File: src/rtl/mach_chia_xung_1hz_if.sv
`default_nettype none
// mach_chia_xung_1hz_if: carries the divided square wave out of the divider.
// Revision: 1.0
interface mach_chia_xung_1hz_if;
  logic q;

  modport master (output q);
  modport slave  (input  q);
endinterface
`default_nettype wire

File: src/rtl/mach_chia_xung_1hz.sv
`default_nettype none
// mach_chia_xung_1hz: divides clk by CLK_HZ/OUT_HZ into a registered square wave.
// Revision: 1.0
module mach_chia_xung_1hz #(
  parameter int CLK_HZ = 50_000_000,
  parameter int OUT_HZ = 1
) (
  input  wire                          clk,
  input  wire                          rst_n,
  mach_chia_xung_1hz_if.master         q_if
);

  // OUT_HZ is guarded so an illegal value reaches the check below instead of a divide by zero.
  localparam int DIV = (OUT_HZ >= 1) ? (CLK_HZ / OUT_HZ) : 0;
  localparam int LO  = (DIV + 1) / 2;
  localparam int HI  = DIV / 2;
  localparam int CW  = (LO > 1) ? $clog2(LO) : 1;

  localparam logic [CW-1:0] LO_LAST = CW'(LO - 1);
  localparam logic [CW-1:0] HI_LAST = CW'(HI - 1);

  generate
    if (OUT_HZ < 1 || DIV < 2) begin : g_bad_param
      $error("mach_chia_xung_1hz: need OUT_HZ >= 1 and CLK_HZ/OUT_HZ >= 2");
    end
  endgenerate

  logic [CW-1:0] cnt_q, cnt_d;
  logic          q_q,   q_d;

  // q doubles as the phase flag: low phase lasts LO cycles, high phase HI cycles.
  always_comb begin
    cnt_d = cnt_q + CW'(1);
    q_d   = q_q;
    if (!q_q) begin
      if (cnt_q == LO_LAST) begin
        cnt_d = '0;
        q_d   = 1'b1;
      end
    end else begin
      if (cnt_q == HI_LAST) begin
        cnt_d = '0;
        q_d   = 1'b0;
      end
    end
  end

  always_ff @(posedge clk or negedge rst_n) begin
    if (!rst_n) begin
      cnt_q <= '0;
      q_q   <= 1'b0;
    end else begin
      cnt_q <= cnt_d;
      q_q   <= q_d;
    end
  end

  assign q_if.q = q_q;

endmodule
`default_nettype wire

File: src/flat_wrapper.sv
// flat-port wrapper written by rule: the top's interface ports become plain ports
module mach_chia_xung_1hz_flat 
#(
  parameter int CLK_HZ = 50_000_000,
  parameter int OUT_HZ = 1
)
  (clk, rst_n, q_if_q);
  mach_chia_xung_1hz_if q_if_i ();
  input  wire clk;
  input  wire rst_n;
  output wire logic [$bits(q_if_i.q)-1:0] q_if_q;
  assign q_if_q = q_if_i.q;
  mach_chia_xung_1hz #(.CLK_HZ(CLK_HZ), .OUT_HZ(OUT_HZ)) u_core (.clk(clk), .rst_n(rst_n), .q_if(q_if_i));
endmodule
File: config.mk
export PLATFORM = sky130hd
export DESIGN_NAME = mach_chia_xung_1hz_flat
export DESIGN_NICKNAME = d
export VERILOG_FILES = /design/src/rtl/mach_chia_xung_1hz_if.sv /design/src/rtl/mach_chia_xung_1hz.sv /design/src/flat_wrapper.sv
export SDC_FILE = /design/constraint.sdc
export NUM_CORES = 1
export LEC_CHECK = 0
export BUFFER_PORTS_ARGS = -buffer_cell sky130_fd_sc_hd__buf_2
export CAP_MARGIN = 15
export CELL_PAD_IN_SITES_DETAIL_PLACEMENT = 1
export CELL_PAD_IN_SITES_GLOBAL_PLACEMENT = 1
export CORE_AREA = 2 2 41 80
export DETAILED_ROUTE_END_ITERATION = 10
export DIE_AREA = 0 0 43 82
export HOLD_SLACK_MARGIN = 0.02
export PLACE_DENSITY = 0.7
export SLEW_MARGIN = 20
export SYNTH_ARGS = -nofsm -noshare
export SYNTH_HDL_FRONTEND = slang
export SYNTH_SLANG_ARGS = --single-unit
File: constraint.sdc
create_clock -name clk -period 2.05 [get_ports clk]
set_input_delay 0.3075 -clock clk [delete_from_list [all_inputs] [get_ports clk]]
set_output_delay 0.3075 -clock clk [all_outputs]
set_load 0.01 [all_outputs]
== Word-level counts from Yosys, hierarchy flattened ==
Cells that the tools add are included.
Word-level totals
  output and inout bits: 1
  word-level logic and storage cells: 8
  register bits: 26
  input bits: 2
Operators by class
  eq/ne operators: 1
  mux-type cells: 4
  $add $sub $neg: 1
Operators by type and width (number)
  25-bit by 1-bit adder with 25-bit output (second input constant): 1
  25-bit equality test (second input constant): 1
  25-bit two-way mux: 1
  1-bit two-way mux: 3

== Logic depth before layout (Yosys ltp) ==
  depth after elaboration: 3
  depth in mapped cells: 6
  mapped depth without buffers: 5

== Worst setup path before layout ==
Ideal clock, no wire load.
  kind: register to register
  start: reg u_core.cnt_q[0]
  end: reg u_core.cnt_q[20]
  period minus slack after synthesis: 1.649 ns
  library setup time: 0.126 ns
  stages on the path, launching flop included: 7
  path buffers: 1
  required time: 1.924 ns
  slack: 0.401 ns
  data arrival time: 1.524 ns
  path through: dfrtp_1 ha_1 and2_4 nand4_2 nor4_4 buf_6 a21oi_1
On the way
  longest elaborated chain between the ends: 2
  elaborated cells between the ends (all ways): 3
  those cells by class: add/sub (1); eq/ne (1); mux (1)
Ends and longest elaborated chain
  from (decl): line mach_chia_xung_1hz.sv:28  | logic [CW-1:0] cnt_q, cnt_d;
  from (signal assigned): line mach_chia_xung_1hz.sv:53  | cnt_q <= cnt_d;
  25-bit by 1-bit adder with 25-bit output or 25-bit equality test (tied branches): line mach_chia_xung_1hz.sv:33, mach_chia_xung_1hz.sv:36, mach_chia_xung_1hz.sv:41
  25-bit two-way mux *: line mach_chia_xung_1hz.sv:36, mach_chia_xung_1hz.sv:41
  net u_core.cnt_d[20]: line mach_chia_xung_1hz.sv:28
The timed path passes the listed nets; every way through them passes the cells marked *.

== Final worst setup path ==
  start: reg u_core.cnt_q[0]
  end: reg u_core.cnt_q[11]
The elaborated chain is that of the path after synthesis.

==> impl_metrics.tcl <==
set metrics [dict create \
    core_area_sq_um 2940 \
    setup_viol 0 \
    cts_inserted_buffers 3 \
    met2_length_um 1680 \
    cts.root.buffer_cell "sky130_fd_sc_hd__clkbuf_8" \
    final_common_cell "sky130_fd_sc_hd__dfrtp_1" \
    design.final.nets 134 \
    postSynth.asyncResetShare 1.00 \
    setup.worst_path.class "reg2reg" \
    critPathLaunchType "flop" \
    route.detailed.drc 0 \
    initial_core_util 0.454 \
    number_of_antenna_violations_at_the_first_check_in_global_routing 0 \
    reg2reg_from "u_core.cnt_q[0]" \
    max-slew-margin-rel 0.606 \
    finalPower_uw 861 \
    clock_latency_ns 0.28 \
    avgSynthCellArea_sq_um 10.5 \
    outcome "finished clean" \
    synth.yosys.seq_area_share 0.487 \
    cts_buffer_depth 2 \
    syn2layout_area_growth_pct 5.62 \
    power_leakage_nw 0.613 \
    met3WireLength_um 26 \
    first_global_vias 1054 \
    post_cts_setup_buffer_count 0 \
    cts-hold-fix-buffers 0 \
    max_freq_ghz 0.532 \
    placement_rows 28 \
    globalRoute.totalOverflow 0 \
    synth_cells 127 \
    ys_seq_elements 26 \
    setup-tns-final_ns 0 \
    layout_common_cells "26 x sky130_fd_sc_hd__dfrtp_1, 11 x sky130_fd_sc_hd__xnor2_1, 10 x sky130_fd_sc_hd__nand2_1" \
    ir_drop_mv 0.397 \
    report.final.slew_viol_count 0 \
    initialDrtViolationCount 10 \
    drive_gt1_frac 0.138 \
    synth.cell_area_sq_um 1340 \
    routed-via-count 965 \
    cap_violations 0 \
    cp.arrival_ns 2.05 \
    port_buffers 2 \
    rsz_0062_raised_after_global_routing "false" \
    grt_start_max_net_pins 27 \
    final.min_clock_period_ns 1.88 \
    hold_viol 0 \
    r2r_setup_slack_ns 0.17 \
    cts_sinks 26 \
    critical_path.reg2reg.endpoint "u_core.cnt_q[11]" \
    routed_len_inst_um 18.4 \
    grt_pass1_wl_um 5180 \
    number_of_warnings_printed_during_yosys_synthesis 0 \
    worst_clock_skew_ns 0.00242 \
    nature_of_the_critical_path_endpoint "flop" \
    viasPerCell 6.03 \
    synth_enable_flop_cells 0 \
    top_layer_used "met4" \
    floorplan.die_area_sq_um 3530 \
    ys_dominant_reg_cell "sky130_fd_sc_hd__dfrtp_1" \
    route.layer.met1.wl_um 1180 \
    postSynthNetCount 130 \
    yosysUniqueCellTypes 34 \
    layout_worst_path_cycle_share 0.917 \
    dpl.hpwl_um 2150 \
    worstPathMaxFanout 11 \
    worst-endpoint-required_ns 2.22 \
    pin_count 3 \
    cts_tree "done" \
    die_h_um 82 \
    worst-slew-pin-transition_ns 0.591 \
    worst_r2r_path_depth 6 \
    worst_setup_hold_path_clk_slew_ns 0.09 \
    power_density_nw_per_um2 610 \
    hp-class "in2async" \
    gp_routability_congestion 0.764 \
    cts-htree-levels 1 \
    totalWireLength_um 2940 \
    chipWidth_um 43 \
    postRouteAntennaNets 0 \
    drt_pass1_iterations 4 \
    grt_util_all_layers 0.199 \
    num_antenna_cells 0 \
    cts_repair_resize_count 0 \
]
## area by class of cell
| cell class | instances | area, sq um |
|---|---|---|
| sequential | 26 | 651 |
| fill | 349 | 1530 |
| inverter | 1 | 3.75 |
| timing repair buffer | 3 | 17.5 |
| tap | 30 | 37.5 |
| multi-input combinational | 96 | 646 |
| clock buffer | 4 | 55.1 |
## cells by family (layout without fill, tap and decap cells)
logic type	count (synthesis)	after routing	synth area share
buf+inv	5	8	0.0290
simple gates	63	63	0.296
fa+ha+maj	1	1	0.00937
flops	26	26	0.487
mux	1	1	0.00843
xor+xnor	16	16	0.105
compound gates	15	15	0.0647
## per-stage QoR
step	cells	hold slack (ns)	instance area [sq um]	util	setup WS, ns
final	160	0.0224	1410	0.479	0.170
after global routing	160	0.0636	1410	0.479	0.0525
after CTS	160	0.0336	1410	0.479	0.144
after detailed placement	156	0.346	1360	0.460	0.156
after global placement	156	0.333	1360	0.460	0.189
after floorplan	127	0.0119	1340	-	0.401
## power by group
part | switching [mW] | total (mW) | internal [mW]
clock | 0.166 | 0.338 | 0.172
sequential | 0 | 0.512 | 0.512
combinational | 0.00981 | 0.0105 | 0.000682
total | 0.176 | 0.861 | 0.685
## sequential cells by signal, summed over array words and instances, names as in the netlist
name           flops
u_core.q_if.q      1
u_core.cnt_q      25
## per-layer routing
layer | GRT usage | vias to the layer above
li1 | - | 465
met1 | 0.220 | 488
met2 | 0.373 | 7
met3 | 0.0198 | 5
met4 | 0.0909 | 0
met5 | 0 | -
## worst max-delay path, cell delays in order, from the launching register on
cell and delay, ns:
sky130_fd_sc_hd__dfrtp_1 0.40, sky130_fd_sc_hd__ha_1 0.22, sky130_fd_sc_hd__and2_4 0.20, sky130_fd_sc_hd__nand4_2 0.17, sky130_fd_sc_hd__nor4_4 0.45, sky130_fd_sc_hd__buf_4 0.27, sky130_fd_sc_hd__nor2_1 0.07
## Yosys cell counts (2+ instances only)
cell type / count / area, sq um
sky130_fd_sc_hd__xnor2_1: 11 / 96.3
sky130_fd_sc_hd__xor2_1: 5 / 43.8
sky130_fd_sc_hd__nor4_1: 4 / 25.0
sky130_fd_sc_hd__and4_4: 2 / 22.5
sky130_fd_sc_hd__or3_1: 4 / 25.0
sky130_fd_sc_hd__nand2_1: 10 / 37.5
sky130_fd_sc_hd__o21ai_0: 6 / 30.0
sky130_fd_sc_hd__nor3_1: 3 / 15.0
sky130_fd_sc_hd__dfrtp_1: 26 / 651
sky130_fd_sc_hd__buf_6: 2 / 22.5
sky130_fd_sc_hd__nand4_1: 7 / 43.8
sky130_fd_sc_hd__nand3b_1: 2 / 15.0
sky130_fd_sc_hd__and4_1: 3 / 26.3
sky130_fd_sc_hd__a21oi_1: 6 / 30.0
sky130_fd_sc_hd__nand3_1: 9 / 45.0
sky130_fd_sc_hd__nor2_1: 9 / 33.8
## how the worst max path moves through the flow
stage                                from          endpoint  cells after the start
after CTS                 u_core.cnt_q[0]  u_core.cnt_q[11]                      6
final                     u_core.cnt_q[0]  u_core.cnt_q[11]                      6
after global placement    u_core.cnt_q[0]   u_core.cnt_q[1]                      6
after floorplan           u_core.cnt_q[0]  u_core.cnt_q[20]                      6
after detailed placement  u_core.cnt_q[0]  u_core.cnt_q[11]                      6
after global routing      u_core.cnt_q[0]  u_core.cnt_q[11]                      6
No activity file was read; power rests on OpenSTA's default activity.
